`config.mk`:
```
export PLATFORM = sky130hd
export DESIGN_NAME = io_word_bridge_flat
export DESIGN_NICKNAME = d
export VERILOG_FILES = /design/src/rtl/io_word_bridge_if.sv /design/src/rtl/io_word_bridge.sv /design/src/flat_wrapper.sv
export SDC_FILE = /design/constraint.sdc
export NUM_CORES = 1
export LEC_CHECK = 0
export CORE_ASPECT_RATIO = 1.4
export CORE_UTILIZATION = 45
export DETAILED_ROUTE_END_ITERATION = 16
export MAX_ROUTING_LAYER = met4
export SKIP_LAST_GASP = 1
export SLEW_MARGIN = 20
export SYNTH_ARGS = -nofsm -noshare
export SYNTH_HDL_FRONTEND = slang
export SYNTH_SLANG_ARGS = --single-unit
```
`constraint.sdc`:
```
create_clock -name io_clk -period 3.5 [get_ports io_clk]
set_input_delay 0.7 -clock io_clk [delete_from_list [all_inputs] [get_ports io_clk]]
set_output_delay 0.7 -clock io_clk [all_outputs]
set_load 0.02 [all_outputs]
```
`src/rtl/io_word_bridge_if.sv`:
```
// io_word_bridge_if: handshake bundle between the pin-side host, the core and
// io_word_bridge. The bridge connects through the slave modport, and the host
// and core connect through the master modport. The sticky error flags exist
// only when IO_BRIDGE_ERR_EN is defined.
interface io_word_bridge_if #(
    parameter int PIN_W  = 11,
    parameter int WORD_W = 64
);
    // host -> input assembler
    logic              in_fifo_wenq;
    logic [PIN_W-1:0]  in_fifo_wdata;
    logic              in_fifo_wfull_n;
    // input word FIFO -> core
    logic              in_word_deq;
    logic [WORD_W-1:0] in_word_rdata;
    logic              in_word_rempty_n;
    // core -> output word FIFO
    logic              out_word_enq;
    logic [WORD_W-1:0] out_word_wdata;
    logic              out_word_wfull_n;
    // serialiser -> host
    logic              out_fifo_deq;
    logic [PIN_W-1:0]  out_fifo_rdata;
    logic              out_fifo_rempty_n;
`ifdef IO_BRIDGE_ERR_EN
    logic              err_ovf;
    logic              err_udf;
`endif

    // bridge side
    modport slave (
        input  in_fifo_wenq,
        input  in_fifo_wdata,
        output in_fifo_wfull_n,
        input  in_word_deq,
        output in_word_rdata,
        output in_word_rempty_n,
        input  out_word_enq,
        input  out_word_wdata,
        output out_word_wfull_n,
        input  out_fifo_deq,
        output out_fifo_rdata,
        output out_fifo_rempty_n
`ifdef IO_BRIDGE_ERR_EN
        ,
        output err_ovf,
        output err_udf
`endif
    );

    // host / core side
    modport master (
        output in_fifo_wenq,
        output in_fifo_wdata,
        input  in_fifo_wfull_n,
        output in_word_deq,
        input  in_word_rdata,
        input  in_word_rempty_n,
        output out_word_enq,
        output out_word_wdata,
        input  out_word_wfull_n,
        output out_fifo_deq,
        input  out_fifo_rdata,
        input  out_fifo_rempty_n
`ifdef IO_BRIDGE_ERR_EN
        ,
        input  err_ovf,
        input  err_udf
`endif
    );
endinterface

```
`src/rtl/io_word_bridge.sv`:
```
// io_word_bridge: bridge between narrow GPIO beats and wide core words.
//  - Input path: PIN_W-bit beats are assembled little-endian into WORD_W-bit
//    words and then queued in a first-word-fall-through FIFO of IN_DEPTH words.
//  - Output path: core words are queued in a FIFO of OUT_DEPTH words. A holding
//    register then serialises each word into PIN_W-bit beats.
//  - clr flushes both paths synchronously. io_rst_n does the same asynchronously.
//  - Define IO_BRIDGE_ERR_EN to add the sticky err_ovf / err_udf flags.
// All full/empty flags are registered, so no input reaches them combinationally.
module io_word_bridge #(
    parameter int PIN_W     = 11,
    parameter int WORD_W    = 64,
    parameter int IN_DEPTH  = 4,
    parameter int OUT_DEPTH = 4
) (
    input  logic            io_clk,
    input  logic            io_rst_n,
    input  logic            clr,
    io_word_bridge_if.slave bus
);
    localparam int BEATS    = (WORD_W + PIN_W - 1) / PIN_W;
    localparam int BW       = (BEATS > 1) ? $clog2(BEATS) : 1;
    localparam int BEATS_P2 = 1 << BW;
    localparam int IAW      = $clog2(IN_DEPTH);
    localparam int ICW      = IAW + 1;
    localparam int OAW      = $clog2(OUT_DEPTH);
    localparam int OCW      = OAW + 1;

    localparam logic [BW-1:0]  LAST_BEAT_C = BW'(BEATS - 1);
    localparam logic [BW-1:0]  BEAT_ONE_C  = BW'(1'b1);
    localparam logic [ICW-1:0] IN_FULL_C   = ICW'(IN_DEPTH);
    localparam logic [ICW-1:0] IN_ONE_C    = ICW'(1'b1);
    localparam logic [IAW-1:0] IN_PTR1_C   = IAW'(1'b1);
    localparam logic [OCW-1:0] OUT_FULL_C  = OCW'(OUT_DEPTH);
    localparam logic [OCW-1:0] OUT_ONE_C   = OCW'(1'b1);
    localparam logic [OAW-1:0] OUT_PTR1_C  = OAW'(1'b1);

    // ---------------- input assembler + input FIFO ----------------
    logic [WORD_W-1:0] acc_r;
    logic [BW-1:0]     beat_cnt_r;
    logic [WORD_W-1:0] word_s;
    logic              beat_ok_s;
    logic              in_push_s;
    logic              in_pop_s;

    logic [WORD_W-1:0] in_mem_r [IN_DEPTH];
    logic [IAW-1:0]    in_wr_ptr_r;
    logic [IAW-1:0]    in_rd_ptr_r;
    logic [ICW-1:0]    in_cnt_r;
    logic [ICW-1:0]    in_cnt_next_s;
    logic              in_full_n_r;
    logic              in_empty_n_r;

    assign beat_ok_s = bus.in_fifo_wenq & in_full_n_r;
    assign in_push_s = beat_ok_s & (beat_cnt_r == LAST_BEAT_C);
    assign in_pop_s  = bus.in_word_deq & in_empty_n_r;

    // Merge the current beat into the partial word; bits of the last beat beyond WORD_W fall away.
    always_comb begin
        word_s = acc_r;
        for (int i = 0; i < WORD_W; i++) begin
            word_s[i] = (beat_cnt_r == BW'(i / PIN_W)) ? bus.in_fifo_wdata[i % PIN_W] : acc_r[i];
        end
    end

    // Next input FIFO occupancy from the accepted push/pop pair.
    always_comb begin
        in_cnt_next_s = in_cnt_r;
        case ({in_push_s, in_pop_s})
            2'b10:   in_cnt_next_s = in_cnt_r + IN_ONE_C;
            2'b01:   in_cnt_next_s = in_cnt_r - IN_ONE_C;
            default: in_cnt_next_s = in_cnt_r;
        endcase
    end

    // Assembler state: the partial word and the beat index, which wraps after the last beat.
    always_ff @(posedge io_clk or negedge io_rst_n) begin
        if (!io_rst_n) begin
            acc_r      <= '0;
            beat_cnt_r <= '0;
        end else if (clr) begin
            acc_r      <= '0;
            beat_cnt_r <= '0;
        end else if (beat_ok_s) begin
            acc_r      <= word_s;
            beat_cnt_r <= (beat_cnt_r == LAST_BEAT_C) ? '0 : beat_cnt_r + BEAT_ONE_C;
        end else begin
            acc_r      <= acc_r;
            beat_cnt_r <= beat_cnt_r;
        end
    end

    // Input FIFO storage; the completed word is written at the same edge as its last beat.
    always_ff @(posedge io_clk or negedge io_rst_n) begin
        if (!io_rst_n) begin
            for (int i = 0; i < IN_DEPTH; i++) in_mem_r[i] <= '0;
        end else if (in_push_s && !clr) begin
            in_mem_r[in_wr_ptr_r] <= word_s;
        end else begin
            in_mem_r <= in_mem_r;
        end
    end

    // Input FIFO pointers, occupancy and registered flags.
    always_ff @(posedge io_clk or negedge io_rst_n) begin
        if (!io_rst_n) begin
            in_wr_ptr_r  <= '0;
            in_rd_ptr_r  <= '0;
            in_cnt_r     <= '0;
            in_full_n_r  <= 1'b1;
            in_empty_n_r <= 1'b0;
        end else if (clr) begin
            in_wr_ptr_r  <= '0;
            in_rd_ptr_r  <= '0;
            in_cnt_r     <= '0;
            in_full_n_r  <= 1'b1;
            in_empty_n_r <= 1'b0;
        end else begin
            in_wr_ptr_r  <= in_push_s ? in_wr_ptr_r + IN_PTR1_C : in_wr_ptr_r;
            in_rd_ptr_r  <= in_pop_s  ? in_rd_ptr_r + IN_PTR1_C : in_rd_ptr_r;
            in_cnt_r     <= in_cnt_next_s;
            in_full_n_r  <= (in_cnt_next_s != IN_FULL_C);
            in_empty_n_r <= (in_cnt_next_s != '0);
        end
    end

    assign bus.in_fifo_wfull_n  = in_full_n_r;
    assign bus.in_word_rempty_n = in_empty_n_r;
    assign bus.in_word_rdata    = in_empty_n_r ? in_mem_r[in_rd_ptr_r] : '0;

    // ---------------- output FIFO + serialiser ----------------
    logic [WORD_W-1:0]      out_mem_r [OUT_DEPTH];
    logic [OAW-1:0]         out_wr_ptr_r;
    logic [OAW-1:0]         out_rd_ptr_r;
    logic [OCW-1:0]         out_cnt_r;
    logic [OCW-1:0]         out_cnt_next_s;
    logic                   out_full_n_r;
    logic                   out_empty_n_r;
    logic                   out_push_s;
    logic                   out_pop_s;

    logic [WORD_W-1:0]      hold_r;
    logic                   hold_valid_r;
    logic [BW-1:0]          beat_idx_r;
    logic                   deq_ok_s;
    logic                   last_deq_s;
    logic                   hold_free_s;
    logic [BEATS*PIN_W-1:0] padded_s;
    logic [PIN_W-1:0]       beats_s [BEATS_P2];

    assign out_push_s  = bus.out_word_enq & out_full_n_r;
    assign deq_ok_s    = bus.out_fifo_deq & hold_valid_r;
    assign last_deq_s  = deq_ok_s & (beat_idx_r == LAST_BEAT_C);
    // The holding register frees up when it is empty or its last beat leaves this cycle,
    // so the next word loads at that same edge and back-to-back words have no bubble.
    assign hold_free_s = ~hold_valid_r | last_deq_s;
    assign out_pop_s   = hold_free_s & out_empty_n_r;

    // Next output FIFO occupancy from the accepted push/pop pair.
    always_comb begin
        out_cnt_next_s = out_cnt_r;
        case ({out_push_s, out_pop_s})
            2'b10:   out_cnt_next_s = out_cnt_r + OUT_ONE_C;
            2'b01:   out_cnt_next_s = out_cnt_r - OUT_ONE_C;
            default: out_cnt_next_s = out_cnt_r;
        endcase
    end

    // Output FIFO storage.
    always_ff @(posedge io_clk or negedge io_rst_n) begin
        if (!io_rst_n) begin
            for (int i = 0; i < OUT_DEPTH; i++) out_mem_r[i] <= '0;
        end else if (out_push_s && !clr) begin
            out_mem_r[out_wr_ptr_r] <= bus.out_word_wdata;
        end else begin
            out_mem_r <= out_mem_r;
        end
    end

    // Output FIFO pointers, occupancy and registered flags.
    always_ff @(posedge io_clk or negedge io_rst_n) begin
        if (!io_rst_n) begin
            out_wr_ptr_r  <= '0;
            out_rd_ptr_r  <= '0;
            out_cnt_r     <= '0;
            out_full_n_r  <= 1'b1;
            out_empty_n_r <= 1'b0;
        end else if (clr) begin
            out_wr_ptr_r  <= '0;
            out_rd_ptr_r  <= '0;
            out_cnt_r     <= '0;
            out_full_n_r  <= 1'b1;
            out_empty_n_r <= 1'b0;
        end else begin
            out_wr_ptr_r  <= out_push_s ? out_wr_ptr_r + OUT_PTR1_C : out_wr_ptr_r;
            out_rd_ptr_r  <= out_pop_s  ? out_rd_ptr_r + OUT_PTR1_C : out_rd_ptr_r;
            out_cnt_r     <= out_cnt_next_s;
            out_full_n_r  <= (out_cnt_next_s != OUT_FULL_C);
            out_empty_n_r <= (out_cnt_next_s != '0);
        end
    end

    // Serialiser: load the FIFO head when free, otherwise step through the beats of the held word.
    always_ff @(posedge io_clk or negedge io_rst_n) begin
        if (!io_rst_n) begin
            hold_r       <= '0;
            hold_valid_r <= 1'b0;
            beat_idx_r   <= '0;
        end else if (clr) begin
            hold_r       <= '0;
            hold_valid_r <= 1'b0;
            beat_idx_r   <= '0;
        end else if (out_pop_s) begin
            hold_r       <= out_mem_r[out_rd_ptr_r];
            hold_valid_r <= 1'b1;
            beat_idx_r   <= '0;
        end else if (last_deq_s) begin
            hold_r       <= '0;
            hold_valid_r <= 1'b0;
            beat_idx_r   <= '0;
        end else if (deq_ok_s) begin
            hold_r       <= hold_r;
            hold_valid_r <= hold_valid_r;
            beat_idx_r   <= beat_idx_r + BEAT_ONE_C;
        end else begin
            hold_r       <= hold_r;
            hold_valid_r <= hold_valid_r;
            beat_idx_r   <= beat_idx_r;
        end
    end

    // Split the held word into zero-padded beats; unused slots of the power-of-two table are zero.
    always_comb begin
        padded_s = '0;
        padded_s[WORD_W-1:0] = hold_r;
        for (int k = 0; k < BEATS_P2; k++) beats_s[k] = '0;
        for (int k = 0; k < BEATS; k++) beats_s[k] = padded_s[k*PIN_W +: PIN_W];
    end

    assign bus.out_word_wfull_n  = out_full_n_r;
    assign bus.out_fifo_rempty_n = hold_valid_r;
    assign bus.out_fifo_rdata    = hold_valid_r ? beats_s[beat_idx_r] : '0;

`ifdef IO_BRIDGE_ERR_EN
    // ---------------- sticky error flags ----------------
    logic err_ovf_r;
    logic err_udf_r;
    logic ovf_evt_s;
    logic udf_evt_s;

    assign ovf_evt_s = (bus.in_fifo_wenq & ~in_full_n_r) | (bus.out_word_enq & ~out_full_n_r);
    assign udf_evt_s = (bus.in_word_deq & ~in_empty_n_r) | (bus.out_fifo_deq & ~hold_valid_r);

    // Latch dropped writes and ignored reads until the next flush or reset.
    always_ff @(posedge io_clk or negedge io_rst_n) begin
        if (!io_rst_n) begin
            err_ovf_r <= 1'b0;
            err_udf_r <= 1'b0;
        end else if (clr) begin
            err_ovf_r <= 1'b0;
            err_udf_r <= 1'b0;
        end else begin
            err_ovf_r <= err_ovf_r | ovf_evt_s;
            err_udf_r <= err_udf_r | udf_evt_s;
        end
    end

    assign bus.err_ovf = err_ovf_r;
    assign bus.err_udf = err_udf_r;
`endif
endmodule
```
`src/flat_wrapper.sv`:
```
// flat-port wrapper written by rule: the top's interface ports become plain ports
module io_word_bridge_flat 
#(
    parameter int PIN_W     = 11,
    parameter int WORD_W    = 64,
    parameter int IN_DEPTH  = 4,
    parameter int OUT_DEPTH = 4
)
  (io_clk, io_rst_n, clr, bus_in_fifo_wenq, bus_in_fifo_wdata, bus_in_fifo_wfull_n, bus_in_word_deq, bus_in_word_rdata, bus_in_word_rempty_n, bus_out_word_enq, bus_out_word_wdata, bus_out_word_wfull_n, bus_out_fifo_deq, bus_out_fifo_rdata, bus_out_fifo_rempty_n);
  io_word_bridge_if #(.PIN_W(PIN_W), .WORD_W(WORD_W)) bus_i ();
  input  logic io_clk;
  input  logic io_rst_n;
  input  logic clr;
  input wire logic [$bits(bus_i.in_fifo_wenq)-1:0] bus_in_fifo_wenq;
  input wire logic [$bits(bus_i.in_fifo_wdata)-1:0] bus_in_fifo_wdata;
  output wire logic [$bits(bus_i.in_fifo_wfull_n)-1:0] bus_in_fifo_wfull_n;
  input wire logic [$bits(bus_i.in_word_deq)-1:0] bus_in_word_deq;
  output wire logic [$bits(bus_i.in_word_rdata)-1:0] bus_in_word_rdata;
  output wire logic [$bits(bus_i.in_word_rempty_n)-1:0] bus_in_word_rempty_n;
  input wire logic [$bits(bus_i.out_word_enq)-1:0] bus_out_word_enq;
  input wire logic [$bits(bus_i.out_word_wdata)-1:0] bus_out_word_wdata;
  output wire logic [$bits(bus_i.out_word_wfull_n)-1:0] bus_out_word_wfull_n;
  input wire logic [$bits(bus_i.out_fifo_deq)-1:0] bus_out_fifo_deq;
  output wire logic [$bits(bus_i.out_fifo_rdata)-1:0] bus_out_fifo_rdata;
  output wire logic [$bits(bus_i.out_fifo_rempty_n)-1:0] bus_out_fifo_rempty_n;
  assign bus_i.in_fifo_wenq = bus_in_fifo_wenq;
  assign bus_i.in_fifo_wdata = bus_in_fifo_wdata;
  assign bus_in_fifo_wfull_n = bus_i.in_fifo_wfull_n;
  assign bus_i.in_word_deq = bus_in_word_deq;
  assign bus_in_word_rdata = bus_i.in_word_rdata;
  assign bus_in_word_rempty_n = bus_i.in_word_rempty_n;
  assign bus_i.out_word_enq = bus_out_word_enq;
  assign bus_i.out_word_wdata = bus_out_word_wdata;
  assign bus_out_word_wfull_n = bus_i.out_word_wfull_n;
  assign bus_i.out_fifo_deq = bus_out_fifo_deq;
  assign bus_out_fifo_rdata = bus_i.out_fifo_rdata;
  assign bus_out_fifo_rempty_n = bus_i.out_fifo_rempty_n;
  io_word_bridge #(.PIN_W(PIN_W), .WORD_W(WORD_W), .IN_DEPTH(IN_DEPTH), .OUT_DEPTH(OUT_DEPTH)) u_core (.io_clk(io_clk), .io_rst_n(io_rst_n), .clr(clr), .bus(bus_i));
endmodule
```
Word-level counts from Yosys, hierarchy flattened. Cells that the tools add are included.

Register bits: 665. Input port bits: 82. Output and inout port bits: 79. Word-level logic and storage cells: 193.

Add/sub/neg operators: 10. Order comparisons: 7. Eq/ne operators: 12. Multiplexer cells: 112. Bitwise gates (word level): 14. Reductions and logical operators: 15.

Operators with widths (count): $mux 64 (12); $bwmux 256 (2); $bmux 64 s2 (2); $demux 64 s2 (2); $mux 1 (71); $bmux 11 s3 (1); $mux 11 (3); $mux 3 (9); $mux 2 (8); $add 3x1->3 const B (4); $ge 3x3->1 const B (4); $not 2->3 (4); $pmux 3 s2 (2); $reduce_bool 2->1 (5); $eq 3x3->1 const B (3); $reduce_bool 3->1 (3); $add 2x1->2 const B (4); $and 1x1->1 (7); $eq 3x2->1 const B (2); $lt 3x1->1 const B (2); $ne 3x3->1 const B (2); $sub 3x1->3 const B (2); $eq 2x1->1 const B (2); $eq 2x2->1 const B (2); 9 further kinds (12).

Longest topological paths before layout. Gate-level depths: netlist of the first run.

Word-level depth: 8. Gate-level depth with buffers: 10. Gate-level depth less buffers: 9.

Worst setup path before layout of the first run. No wires, ideal clock.

Path type: reg2reg. Start point: reg u_core.beat_idx_r[1]. End point: reg u_core.out_empty_n_r. Setup time: 82 ps. Data arrival time: 2472 ps. Required time: 3418 ps. Slack: 946 ps. Stages on the path, launching flop included: 11. Path buffers: 1. Clock period less this slack: 2554 ps. Cells stage by stage: dfrtp_1 clkbuf_1 inv_1 ha_1 nand3_1 a21oi_1 ha_1 fa_1 xnor2_1 or3_1 a31oi_1.

Word-level cells in the longest chain between the ends: 8. Elaborated cells between the ends (all ways): 9. Those cells by class: eq/ne (3); mux (2); bitwise (3); reduce/logical (1).

Ends and longest elaborated chain: start: declaration (RTL line io_word_bridge.sv:143) `logic [BW-1:0] beat_idx_r;`; start signal: assignment (RTL line io_word_bridge.sv:223) `beat_idx_r <= beat_idx_r + BEAT_ONE_C;`; start signal: assignment (RTL line io_word_bridge.sv:227) `beat_idx_r <= beat_idx_r;`; $eq 3x3->1 (*) (RTL line io_word_bridge.sv:152) `assign last_deq_s = deq_ok_s & (beat_idx_r == LAST_BEAT_C);`; $and 1x1->1 (*) (RTL line io_word_bridge.sv:152); $or 1x1->1 (*) (RTL line io_word_bridge.sv:155) `assign hold_free_s = ~hold_valid_r | last_deq_s;`; $and 1x1->1 (*) (RTL line io_word_bridge.sv:156) `assign out_pop_s = hold_free_s & out_empty_n_r;`; $eq 2x1->1 or $eq 2x2->1 (tied branches) (RTL line io_word_bridge.sv:161) `case ({out_push_s, out_pop_s})`; $pmux 3 s2 (*) (RTL line io_word_bridge.sv:161); $reduce_bool 3->1 (*) (RTL line io_word_bridge.sv:198) `out_empty_n_r <= (out_cnt_next_s != '0);`; $mux 1 (*) (RTL line io_word_bridge.sv:187) `end else if (clr) begin`; end signal: assignment (RTL line io_word_bridge.sv:198); end: declaration (RTL line io_word_bridge.sv:137) `logic out_empty_n_r;`.

Every way passes the cells marked *; elsewhere a longest branch is shown, timed or not. A chain may end at the register's enable or synchronous reset.

Final worst setup path of the first run.
Start point: reg u_core.beat_idx_r[0]. End point: out bus_out_fifo_rdata[0].

Word-level cells in the longest chain between the ends: 5.

Ends and longest elaborated chain: $not 3->4 (implied by the code) (RTL line io_word_bridge.sv:241) `assign bus.out_fifo_rdata = hold_valid_r ? beats_s[beat_idx_r] : '0;`; $bmux 11 s3 (RTL line io_word_bridge.sv:241); $mux 11 (implied by the code) (2 in a row) (RTL line io_word_bridge.sv:241); $mux 11 (RTL line io_word_bridge.sv:241); end: declaration (RTL line flat_wrapper.sv:24) `output wire logic [$bits(bus_i.out_fifo_rdata)-1:0] bus_out_fifo_rdata;`.

No other way between the ends. The select of a mux whose other input is x is not followed.

==> results of run 1 <==
[cell usage after synthesis, types with 3 or more instances]
| master | count |
|---|---|
| a21oi_1 | 9 |
| a22o_1 | 121 |
| and2_1 | 66 |
| and3b_1 | 3 |
| buf_1 | 9 |
| buf_2 | 67 |
| buf_4 | 12 |
| buf_6 | 14 |
| clkbuf_1 | 37 |
| dfrtp_1 | 654 |
| ha_1 | 13 |
| inv_1 | 9 |
| mux2_1 | 21 |
| mux2_2 | 546 |
| mux2i_1 | 12 |
| mux4_2 | 139 |
| nand2_1 | 15 |
| nand2_2 | 3 |
| nand3_1 | 6 |
| nand3_4 | 4 |
| nand3b_1 | 3 |
| nor2_1 | 14 |
| nor3_1 | 3 |
| nor3b_1 | 5 |
| o21ai_0 | 13 |
| or3_1 | 3 |
| xnor2_1 | 4 |
| xor2_1 | 6 |
[power by group through the flow]
| stage | logic, W | clock network (W) | registers (W) |
|---|---|---|---|
| after floorplan | 0.00337 | 0 | 0.00986 |
| after global placement | 0.00442 | 0 | 0.0102 |
| after detailed placement | 0.00452 | 0 | 0.0103 |
| after CTS | 0.00454 | 0.00791 | 0.0102 |
| after global routing | 0.00480 | 0.00820 | 0.0104 |
| final | 0.00443 | 0.00769 | 0.0102 |
[cell type report]
cell class / instances / area (µm²)
Fill cell: 5268 / 29800
Sequential cell: 656 / 16400
Multi-Input combinational cell: 1036 / 12100
Timing Repair Buffer: 223 / 2450
Clock buffer: 98 / 2030
Tap cell: 840 / 1050
Clock inverter: 26 / 358
Inverter: 9 / 33.8
Antenna cell: 5 / 12.5
[worst min-delay path by stage]
| stage | to | slack (ns) | cells past startpoint |
|---|---|---|---|
| after floorplan | u_core.acc_r[0] | 0.40 | 0 |
| after global placement | u_core.in_mem_r[188] | 0.47 | 1 |
| after detailed placement | u_core.acc_r[42] | 0.48 | 1 |
| after CTS | u_core.in_mem_r[188] | 0.18 | 1 |
| after global routing | u_core.in_mem_r[50] | 0.21 | 1 |
| final | u_core.in_mem_r[50] | 0.14 | 1 |
[per-layer routing]
metal  routed length, µm  up-vias  part of all wire  track usage
li1                    -     7200                 -            -
met4                1980        0             0.029       0.0794
met3                2390      102             0.035       0.0301
met5                   0        -                 0            -
met2               36300      304              0.53        0.387
met1               28300     8873              0.41        0.269
[state kept, by name, indices dropped and copies added (netlist names), 2 cells and up]
signal,cells
u_core.hold_r,64
u_core.out_mem_r,256
u_core.beat_cnt_r,3
u_core.in_mem_r,256
u_core.in_rd_ptr_r,2
u_core.out_cnt_r,3
u_core.acc_r,55
u_core.out_wr_ptr_r,2
u_core.out_rd_ptr_r,2
u_core.beat_idx_r,3
u_core.in_wr_ptr_r,2
u_core.in_cnt_r,3
[worst register-to-register path, stage by stage (launching register included)]
cell and delay (ns):
dfrtp_1 0.53, and3b_1 0.54, nand3_1 0.15, ha_1 0.25, fa_1 0.38, xnor2_1 0.18, or3_1 0.35, a31oi_1 0.18
[timing repair]
action                     in CTS  in global routing
gates resized for setup         0                  3
setup endpoints to repair      50                 11
cloned                          0                  1
pin swaps                       0                  0
setup buffers                   3                  3
[logic make-up after synthesis]
kind of cell | synth area share
AOI/OAI and AO/OA | 0.0449
xor gates and xnor gates | 0.00299
adders and majority gates | 0.00693
buffers and inverters | 0.0270
DFF | 0.561
muxes | 0.329
and+or+nand+nor | 0.0277
[through the flow]
step / cells / total power [W] / hold slack [ns]
after global placement: 2757 / 0.0146 / 0.468
after floorplan: 1839 / 0.0132 / 0.404
final: 2893 / 0.0223 / 0.140
after global routing: 2893 / 0.0233 / 0.210
after CTS: 2884 / 0.0226 / 0.185
after detailed placement: 2757 / 0.0148 / 0.477
==> metrics, run 1 <==
Max Slew Vio Count 0; depth of the CTS H-tree 3; Die Span X 218 µm; Root Driver clkbuf_16; critical path's top delay family buffers and inverters; required time of the worst setup path 2.80 ns; CTS tree done; Startpoint Class flop; EDFF count, synth 0; Pleak 15.7 nW; Total Routing Usage GR 0.225; Synth top area share 0.559; top_reg_cell synth dfrtp_1; Final Cell Area 34,500 µm²; Synth area leader dfrtp_1; unrepaired setup endpoints after global routing false; CP bufs+invs 3; Max VDD drop 0.473 mV; dpl ws 0.435 ns; combinational share of power 0.199; Sw Ratio 0.261; setup violators final 0; GPL Wtd Cong 0.782; syn nets 1,936; initial DRC count 788; worst r2r dst u_core.bus.in_word_rempty_n; most common cell after layout, fill and taps aside dfrtp_1; Placed Area 32,000 µm²; remaining global-route overflow 0; final hold violations 0; FF-to-FF setup slack 0.85 ns; Initial Util 0.455; Synth cell types 47; Relative slew margins 0.368; Peak Freq 294 MHz; Total Nets Final 2,093; Slowest-stage cell, CP clkdlybuf4s50_1; Die Span Y 304 µm; Synth Register Bits 656; CP peak stage delay 0.68 ns; initial antenna violation count 7; worst-margin pin slew 0.948 ns; Crit Path Class flop to output port; Final min period 3.40 ns; Psw 0.00582 W; Synth Cell Area 29,300 µm²; internal power 0.0165 W; largest net degree at the start of global routing 95; Tcrit/Tclk final 0.971; PortBufs 160; most frequent cells in the layout dfrtp_1, mux2_2, clkdlybuf4s50_1; die area 66,100 µm²; Clock transition at path regs 0.06 ns; Critical Path Stages 5; Vias 16,500; Via density 5.70; Num Clock Sinks 656; CP Max Fanout 13; syn avg cell area 15.9 µm²; Synth-to-Final Area Change 17.9%; Detailed Route WL 69,000 µm; first-pass GRT wire length 111,000 µm; Post-synth ARST share 1.00; YS warnings 0; CTS Hold Bufs 0; part of the power in registers 0.456; Worst Hold Class input port to async pin; status complete, no violations; TNS Setup 0 ns; maxcap violations 0; Final ANT Viol Nets 0; R2R depth 7; post-detailed-route DRC marker count 0; end of the critical path bus_out_fifo_rdata[0]; sequential share of the synthesized area 0.561; Ports 161; CP endpoint kind output port; fin util 0.537; TritonCTS Buffers 70; Crit Reg-Reg Startpoint u_core.beat_cnt_r[0]; CTS Buffer Depth 3; fraction of final layout cells sized beyond drive strength 1 0.431; top cells by area, synth dfrtp_1, mux2_2, mux4_2, a22o_1, and2_1; CP arrival 2.70 ns; most used cell, CP buf_4; Critical path origin u_core.beat_idx_r[0]; min setup slack post-route 0.103 ns; P per Cell Area 646 nW/µm²; worst path cell trace buf_4 > buf_4 > mux2i_1 > o21ai_0 > clkdlybuf4s50_1; CORE AREA 64,300 µm²; WL per Instance 23.9 µm; clock skew 0.0224 ns; Skew-Pair Late Insertion Delay 0.60 ns; Clock power frac 0.345; vias in the first global route 18,600; Rows 110; dpl hpwl 42,800 µm; 1st-pass router iterations 4; Post-Synthesis Cells 1,839
Note: power is estimated with default switching activity, not from simulation.
==> run 2, diff against run 1 <==
--- a/config.mk
+++ b/config.mk
@@ -7,6 +7,7 @@
 export LEC_CHECK = 0
 export CORE_ASPECT_RATIO = 1.4
 export CORE_UTILIZATION = 45
+export CTS_CLUSTER_SIZE = 10
 export DETAILED_ROUTE_END_ITERATION = 16
 export MAX_ROUTING_LAYER = met4
 export SKIP_LAST_GASP = 1
==> metrics, run 2 (same netlist as run 1, synthesis figures left out) <==
PortBufs 160; CTS Buffer Depth 3; status complete, no violations; required time of the worst setup path 2.80 ns; CP peak stage delay 0.68 ns; dpl hpwl 42,800 µm; Startpoint Class flop; FF-to-FF setup slack 0.84 ns; multi-input logic area 12,100 µm²; Ports 161; met1 Track Usage GR 0.268; M2 GR Usage 0.388; Die Span X 218 µm; Initial Util 0.455; CTS tree done; Via density 5.74; grt met3 use 0.0318; die area 66,100 µm²; Crit Path Class flop to output port; initial DRC count 837; fin cells 2,864; fraction of final layout cells sized beyond drive strength 1 0.425; vias in the first global route 18,500; CP endpoint kind output port; R2R depth 9; Clock transition at path regs 0.06 ns; Skew-Pair Late Insertion Delay 0.62 ns; min setup slack post-route 0.0877 ns; clock skew 0.0137 ns; Pleak 15.6 nW; Max VDD drop 0.481 mV; Root Driver clkbuf_16; Crit Reg-Reg Startpoint u_core.beat_idx_r[1]; most common cell after layout, fill and taps aside dfrtp_1; Fillers 5,299; setup violators final 0; Relative slew margins 0.370; Total Nets Final 2,097; remaining global-route overflow 0; Max Slew Vio Count 0; Rows 110; Min Hold Slack 0.139 ns; Top Registers u_core.in_mem_r: 256 flops, u_core.out_mem_r: 256 flops, u_core.hold_r: 64 flops; TNS Setup 0 ns; dpl ws 0.435 ns; most frequent cells in the layout dfrtp_1, mux2_2, clkdlybuf4s50_1; 1st-pass router iterations 4; WL per Instance 24.1 µm; Vias 16,400; worst-margin pin slew 0.945 ns; TritonCTS Buffers 76; largest net degree at the start of global routing 95; Peak Freq 293 MHz; end of the critical path bus_out_fifo_rdata[0]; Final ANT Viol Nets 0; placed cell count 2,757; CTS Hold Bufs 0; most used cell, CP buf_4; Tcrit/Tclk final 0.975; GRT Max-Usage Layer met2; Worst Hold Class input port to async pin; P per Cell Area 631 nW/µm²; initial antenna violation count 7; Power, Total 0.0216 W; first-pass GRT wire length 111,000 µm; Detailed Route WL 69,100 µm; worst path cell trace buf_4 > buf_4 > mux2i_1 > o21ai_0 > clkdlybuf4s50_1; depth of the CTS H-tree 3; Die Span Y 304 µm; Slowest-stage cell, CP clkdlybuf4s50_1; Total Routing Usage GR 0.225; CORE AREA 64,300 µm²; post-detailed-route DRC marker count 0; final hold violations 0; CP Max Fanout 13; unrepaired setup endpoints after global routing false; Num Clock Sinks 656; Critical path origin u_core.beat_idx_r[0]; maxcap violations 0; worst r2r dst u_core.out_empty_n_r; GPL Wtd Cong 0.782; Synth-to-Final Area Change 16.7%; CP arrival 2.71 ns; Final min period 3.41 ns; Register Area 16,400 µm²
[run 2: how the worst min path moves through the flow]
stage                                 to  cells past startpoint
finish              u_core.in_mem_r[242]                      1
global route        u_core.in_mem_r[242]                      1
CTS                 u_core.in_mem_r[242]                      1
detailed placement      u_core.acc_r[42]                      1
global placement    u_core.in_mem_r[188]                      1
floorplan                u_core.acc_r[0]                      0
[run 2: layout make-up]
type / count / area share
sequential: 656 / 0.481
multi-input combinational: 1036 / 0.355
timing repair buffer: 221 / 0.0713
clock buffer: 88 / 0.0573
tap: 840 / 0.0308
clock inverter: 9 / 0.00355
inverter: 9 / 0.000989
antenna: 5 / 0.000366
[run 2: power breakdown]
part	switching (W)	internal [W]	total, W
Sequential	0.000947	0.00923	0.0102
Clock	0.00301	0.00394	0.00695
Combinational	0.00184	0.00259	0.00443
[run 2: stage by stage]
stage,cell area [µm²],util
after detailed placement,32000,0.498
after CTS,34100,0.531
final,34200,0.531
after floorplan,29300,-
after global placement,32000,0.498
after global routing,34200,0.531
[run 2: timing repair]
| action | 4_1_cts | 5_1_grt |
|---|---|---|
| buffers inserted | 3 | 1 |
| setup endpoints to repair | 50 | 12 |
| gates resized for setup | 0 | 5 |
| cloned | 0 | 1 |
[run 2: critical path, delay by kind of cell (launching register included)]
family	cells	cell delay, ns
AOI/OAI and AO/OA	1	0.34
buffers and inverters	3	1.25
muxes	1	0.18
DFF	1	0.32
[run 2: per-layer routing]
| metal | share of wire | wire length, µm | vias up |
|---|---|---|---|
| met1 | 0.41 | 28200 | 8861 |
| li1 | - | - | 7177 |
| met5 | 0 | 0 | - |
| met3 | 0.036 | 2470 | 107 |
| met4 | 0.029 | 1970 | 0 |
| met2 | 0.53 | 36500 | 296 |
